<file path="config.mk">
export PLATFORM = sky130hd
export DESIGN_NAME = spi_btn_frame_decoder
export DESIGN_NICKNAME = d
export VERILOG_FILES = /design/src/rtl/spi_btn_frame_decoder.sv
export SDC_FILE = /design/constraint.sdc
export NUM_CORES = 1
export LEC_CHECK = 0
export CAP_MARGIN = 20
export CORE_MARGIN = 5
export CORE_UTILIZATION = 40
export DETAILED_ROUTE_END_ITERATION = 7
export PLACE_DENSITY_LB_ADDON = 0.08
export SLEW_MARGIN = 10
export SYNTH_ARGS = -nofsm -noshare
export SYNTH_HDL_FRONTEND = slang
export SYNTH_SLANG_ARGS = --single-unit
</file>
<file path="constraint.sdc">
create_clock -name clk -period 2.2 [get_ports clk]
set_input_delay 0.22 -clock clk [delete_from_list [all_inputs] [get_ports clk]]
set_output_delay 0.22 -clock clk [all_outputs]
set_load 0.005 [all_outputs]
</file>
<file path="src/rtl/spi_btn_frame_decoder.sv">
// Parses spi_dev_core MOSI bytes and chip-select edges into button reports.
// The payload is committed atomically on CS deassert, and only for a well-formed report frame.
module spi_btn_frame_decoder #(
  parameter logic [7:0]  CMD_ID  = 8'hF4,
  parameter int unsigned N_BYTES = 4
) (
  input  logic                 clk,
  input  logic                 rst,
  input  logic [7:0]           usr_mosi_data,
  input  logic                 usr_mosi_stb,
  input  logic                 csn_fall,
  input  logic                 csn_rise,
  output logic [8*N_BYTES-1:0] btn_state,
  output logic [8*N_BYTES-1:0] btn_pressed,
  output logic [8*N_BYTES-1:0] btn_released,
  output logic                 update_stb,
  output logic [7:0]           frame_err_cnt
);

  localparam int unsigned W = 8 * N_BYTES;

  typedef enum logic [1:0] {StIdle, StCmd, StData, StDiscard} state_e;

  state_e         state_q, state_d;
  logic [3:0]     byte_cnt_q, byte_cnt_d;
  logic [W-1:0]   shadow_q, shadow_d;
  logic [W-1:0]   btn_state_q, btn_state_d;
  logic [W-1:0]   pressed_q, pressed_d;
  logic [W-1:0]   released_q, released_d;
  logic           update_q, update_d;
  logic [7:0]     err_q, err_d;

  always_comb begin
    state_d     = state_q;
    byte_cnt_d  = byte_cnt_q;
    shadow_d    = shadow_q;
    btn_state_d = btn_state_q;
    pressed_d   = '0;
    released_d  = '0;
    update_d    = 1'b0;
    err_d       = err_q;

    if (csn_fall) begin
      // Frame start wins over any coincident rise or byte.
      state_d    = StCmd;
      byte_cnt_d = '0;
      shadow_d   = '0;
    end else if (csn_rise) begin
      state_d = StIdle;
      if (state_q == StData) begin
        if (byte_cnt_q == 4'(N_BYTES)) begin
          btn_state_d = shadow_q;
          pressed_d   = shadow_q & ~btn_state_q;
          released_d  = btn_state_q & ~shadow_q;
          update_d    = 1'b1;
        end else if (err_q != 8'hFF) begin
          err_d = err_q + 8'd1;
        end
      end
    end else if (usr_mosi_stb) begin
      unique case (state_q)
        StCmd: state_d = (usr_mosi_data == CMD_ID) ? StData : StDiscard;
        StData: begin
          // Truncating cast keeps the low W bits, so this also covers N_BYTES == 1.
          shadow_d = W'({shadow_q, usr_mosi_data});
          if (byte_cnt_q != 4'(N_BYTES + 1)) begin
            byte_cnt_d = byte_cnt_q + 4'd1;
          end
        end
        default: ;
      endcase
    end
  end

  always_ff @(posedge clk) begin
    if (rst) begin
      state_q     <= StIdle;
      byte_cnt_q  <= '0;
      shadow_q    <= '0;
      btn_state_q <= '0;
      pressed_q   <= '0;
      released_q  <= '0;
      update_q    <= 1'b0;
      err_q       <= '0;
    end else begin
      state_q     <= state_d;
      byte_cnt_q  <= byte_cnt_d;
      shadow_q    <= shadow_d;
      btn_state_q <= btn_state_d;
      pressed_q   <= pressed_d;
      released_q  <= released_d;
      update_q    <= update_d;
      err_q       <= err_d;
    end
  end

  assign btn_state     = btn_state_q;
  assign btn_pressed   = pressed_q;
  assign btn_released  = released_q;
  assign update_stb    = update_q;
  assign frame_err_cnt = err_q;

endmodule
</file>
* After elaboration in Yosys (flattened, before gate mapping) *
Cells that the tools add are included.

storage, ports and cells
  ROM bits = 0
  memory bits (writable) = 0
  latch bits = 0
  bits of input ports = 13
  logic and storage cells = 43
  memories = 0
  flip-flop bits (word level) = 143

cells by class
  bitwise operators = 8
  muxes and demuxes = 6
  $lt $le $gt $ge = 0
  equality and inequality tests = 6
  divide/modulo/power cells = 0
  $mul = 0
  reduce and logical (&&, ||, !) cells = 12
  shifts and indexed selects = 0
  add/subtract/negate cells = 2

operator list
  operator                                                          number
  32-bit AND                                                        2
  32-bit inverter                                                   2
  8-bit by 1-bit adder with 8-bit output (second input constant)    1
  8-bit == test (second input constant)                             1
  8-bit != test (second input constant)                             1
  4-bit AND reduction                                               2
  1-bit 2-to-1 mux                                                  6
  3-bit nonzero test                                                2
  5-bit AND reduction                                               1
  5-bit OR reduction                                                1
  4-bit by 1-bit adder with 4-bit output (second input constant)    1
  4-bit by 3-bit == test with 1-bit output (second input constant)  1
  4-bit by 3-bit != test with 1-bit output (second input constant)  1
  1-bit inverter                                                    4
  2-bit AND reduction                                               2
  4-bit OR reduction                                                1
  3-bit AND reduction                                               1
  3-bit OR reduction                                                1
  2-bit by 1-bit == test with 1-bit output (second input constant)  1
  2-bit == test (second input constant)                             1
  2-bit OR reduction                                                1

* Depth between registers and ports, before layout *
  depth in word-level cells = 6
  mapped depth = 10
  mapped depth without buffers = 7

* Worst setup path after synthesis *
No wires, ideal clock.

  kind = register to register
  from = register byte_cnt_q[0]
  to = register btn_state_q[0], in the netlist btn_state[0]
  data arrival time = 1.570 ns
  clock period less this slack = 1.687 ns
  stages on the path, launching flop included = 10
  library setup time = 0.117 ns
  slack = 0.513 ns
  cell sequence = dfxtp_1 > inv_1 > ha_1 > nand3b_1 > or3_1 > buf_2 > clkinv_2 > buf_12 > buf_6 > a22o_1

on the way
  cells in the longest elaborated chain, start to end = 2

RTL lines
  what                                      line  RTL
  start, declared                           25    logic [3:0] byte_cnt_q, byte_cnt_d;
  start signal, assigned                    87    byte_cnt_q <= byte_cnt_d;
  4-bit by 3-bit == test with 1-bit output  51    if (byte_cnt_q == 4'(N_BYTES)) begin
  4-bit AND reduction (no line)             n/a
  end signal, assigned                      89    btn_state_q <= btn_state_d;
  end, declared                             27    logic [W-1:0] btn_state_q, btn_state_d;

No other way between the ends.
A chain may end at the register's enable or synchronous reset.

* Final worst setup path *
  from = register byte_cnt_q[0]
  to = register btn_state_q[5], in the netlist btn_state[5]

Same word-level chain as after synthesis.

==> flow_summary_export.csv <==
group,metric,value,unit
run_status,outcome,"complete, no violations",
placement,place_congestion,0.714,
job,maxCapViolCount,0,
grt,grt_pass1_wl,18000,um
worst_setup_path,cp_max_fo,18,
worst_setup_path,path_delay_family,"simple AND/OR/NAND/NOR gates",
cts,path_clk_slew,0.06,ns
floorplanning,dieArea,0.0144,mm^2
synthesis,synth_top_area_share,59.2,%
pwr,total_power,5320,uW
floorplanning,die-height,120,um
worst_setup_path,cpMaxStageDelayCell,"nor2_2",
floorplanning,fp-row-count,40,
layout,layout.nets,602,
synthesis,yosys_warnings,0,
grt,grt_pass1_vias,3617,
placement,io_buffers,117,
layout,fill_cells,1069,
sta,fin_crit_sh,88.4,%
synthesis,synthDistinctLibCells,38,
placement,dpl.hpwl,7480,um
synthesis,syn_area,0.00484,mm^2
detailed_routing,wl_per_cell,14.5,um
cts,cts_sinks,143,
layout,num_antenna_cells,0,
layout,layout_common_cells,"143 x dfxtp_1, 117 x clkdlybuf4s50_1, 72 x nand2_1",
placement,place_area,0.00614,mm^2
layout,multi_input_area,0.00179,mm^2
synthesis,syn_inst,465,
floorplanning,die_x,120,um
cts,cts_buffers,17,
synthesis,ys_seq_area_share,59.2,%
cts,htreeDepth,4,
pwr,total_leakage_power,0.00234,uW
synthesis,syn_avg_cell_area,10.4,um^2
cts,insertion_delay,0.41,ns
synthesis,ys.flop_type,"dfxtp_1",
sta,worst_pin_slew,0.743,ns
sta,skew,0.00612,ns
detailed_routing,vias,3634,
sta,rsz0062_at_grt,"false",
pwr,power_density,796,mW/mm^2
worst_setup_path,worstPathArrival,2.30,ns
worst_setup_path,path_cells,"inv_1 > ha_1 > nand3b_1 > nor2_1 > nor2_2 > buf_4 > a22o_1",
cts,cts_resized,0,
cts,cts_hold_buf,0,
cts,cts-root-buf,"clkbuf_16",
layout,stdcell_count,744,
grt,grt_max_degree,38,
floorplanning,initial_core_util,40.6,%
sta,period_needed,1.95,ns
pwr,vdd_drop_max,0.452,mV
worst_setup_path,worst-path-buf-inv,2,
worst_setup_path,start_kind,"flop",
synthesis,syn_nets,482,
cts,postCtsSetupRepairBufs,0,
cts,cts_tree,"done",
synthesis,synth_area_leaders,"dfxtp_1 59%, a22o_1 5.8%, nand2_1 5.6%",
detailed_routing,drc_errors,0,
synthesis,yosys_register_bits,143,
synthesis,async_reset_ff_share,0,%
layout,layout_commonest_cell,"dfxtp_1",
floorplanning,io_pins,118,
detailed_routing,vias_per_cell,4.88,
layout,drive_gt1_share,17.4,%
cts,clock_path_buffers,2,
detailed_routing,ant_nets,0,
synthesis,synth_edf_count,0,
grt,grt_usage,15.7,%
synthesis,yosys.area.top_type,"dfxtp_1",
placement,place_inst,713,
layout,area_growth,38.3,%
detailed_routing,first_pass_iters,4,
worst_setup_path,crit_type,"flop to flop",
grt,grt-ovfl-total,0,
floorplanning,core_area,0.0119,mm^2
layout,stdcell_area,0.00669,mm^2
sta,fmax,514,MHz
worst_setup_path,cp.required,2.56,ns
sta,slew_headroom,50.4,%
detailed_routing,wirelength,10800,um
worst_setup_path,max_stage_delay,0.57,ns
sta,tns,0,ns
worst_hold_path,hp-class,"input port to flop",
grt,antenna_found_initial,0,
sta,setup_viol,0,
detailed_routing,drt_iter0_markers,199,
layout,postLayoutCoreUtil,56.2,%
sta,drv_slew,0,
layout,seq_area,0.00286,mm^2
sta,hold_viol,0,
worst_setup_path,end_kind,"flop",
-- worst paths after layout --
check / start / endpoint / slack (ns) / depth (start not counted)
worst min-delay path: usr_mosi_data[3] / shadow_q[3] / 0.39 / 3
worst min register to register: btn_state[2] / btn_pressed[2] / 0.46 / 1
worst max register to register: byte_cnt_q[0] / btn_state[5] / 0.25 / 7
worst max-delay path: byte_cnt_q[0] / btn_state[5] / 0.25 / 7
-- final cells by class --
type | instances | share of cell area (%)
inverter | 5 | 0.299
tap | 147 | 2.75
clock inverter | 6 | 0.860
timing repair buffer | 127 | 19.2
clock buffer | 25 | 7.41
sequential | 143 | 42.8
multi-input combinational | 291 | 26.7
-- cell families (layout without fill, tap and decap cells) --
| family | after synthesis | in the layout | share of synthesized area, % |
|---|---|---|---|
| flip-flops | 143 | 143 | 59.2 |
| AO/OA/AOI/OAI | 73 | 73 | 10.3 |
| buffers and inverters | 31 | 163 | 4.22 |
| AND/OR/NAND/NOR | 205 | 205 | 23.5 |
| multiplexers | 4 | 4 | 0.828 |
| XOR/XNOR | 5 | 5 | 0.906 |
| adder cells (fa/ha/maj) | 4 | 4 | 1.03 |
-- sequential cells by signal, indices dropped and copies added (netlist names) --
register and count:
btn_released 32, byte_cnt_q 4, btn_pressed 32, shadow_q 32, btn_state 32, update_stb 1, state_q 2, frame_err_cnt 8
-- report_power, final --
part / internal, uW / switching [uW] / total [uW]
Sequential: 2590 / 2.92 / 2600
Clock: 1660 / 1000 / 2660
Combinational: 30.1 / 35.0 / 65.1
-- tightest hold or removal path: stages --
cell	delay (ns)
clkdlybuf4s50_1	0.42
nand2_1	0.06
a21oi_1	0.05
-- metal layers --
layer | global-route usage [%] | routed length (um) | up-vias
met5 | 0 | 0 | -
met4 | 6.59 | 181 | 0
met3 | 6.41 | 764 | 16
met2 | 24.3 | 4940 | 96
met1 | 19.2 | 4890 | 1700
li1 | - | - | 1822
-- per-stage QoR --
step / setup WS (ns) / hold slack [ns]
2_1_floorplan: 0.513 / 0.299
3_3_place_gp: 0.0688 / 0.456
3_5_place_dp: -0.0273 / 0.449
4_1_cts: 0.205 / 0.374
5_1_grt: 0.0518 / 0.394
6_report: 0.255 / 0.390
-- cells in the mapped netlist (all sizes together) (3+ instances only) --
| cell | count |
|---|---|
| xor2 | 4 |
| nand2 | 101 |
| a22o | 32 |
| buf | 11 |
| clkbuf | 15 |
| a21oi | 36 |
| mux2i | 4 |
| dfxtp | 143 |
| nor2 | 44 |
| nand3 | 7 |
| nor4b | 3 |
| nor3b | 32 |
| nand4 | 3 |
| inv | 4 |
| ha | 4 |
Note: power is estimated with default switching activity, not from simulation.
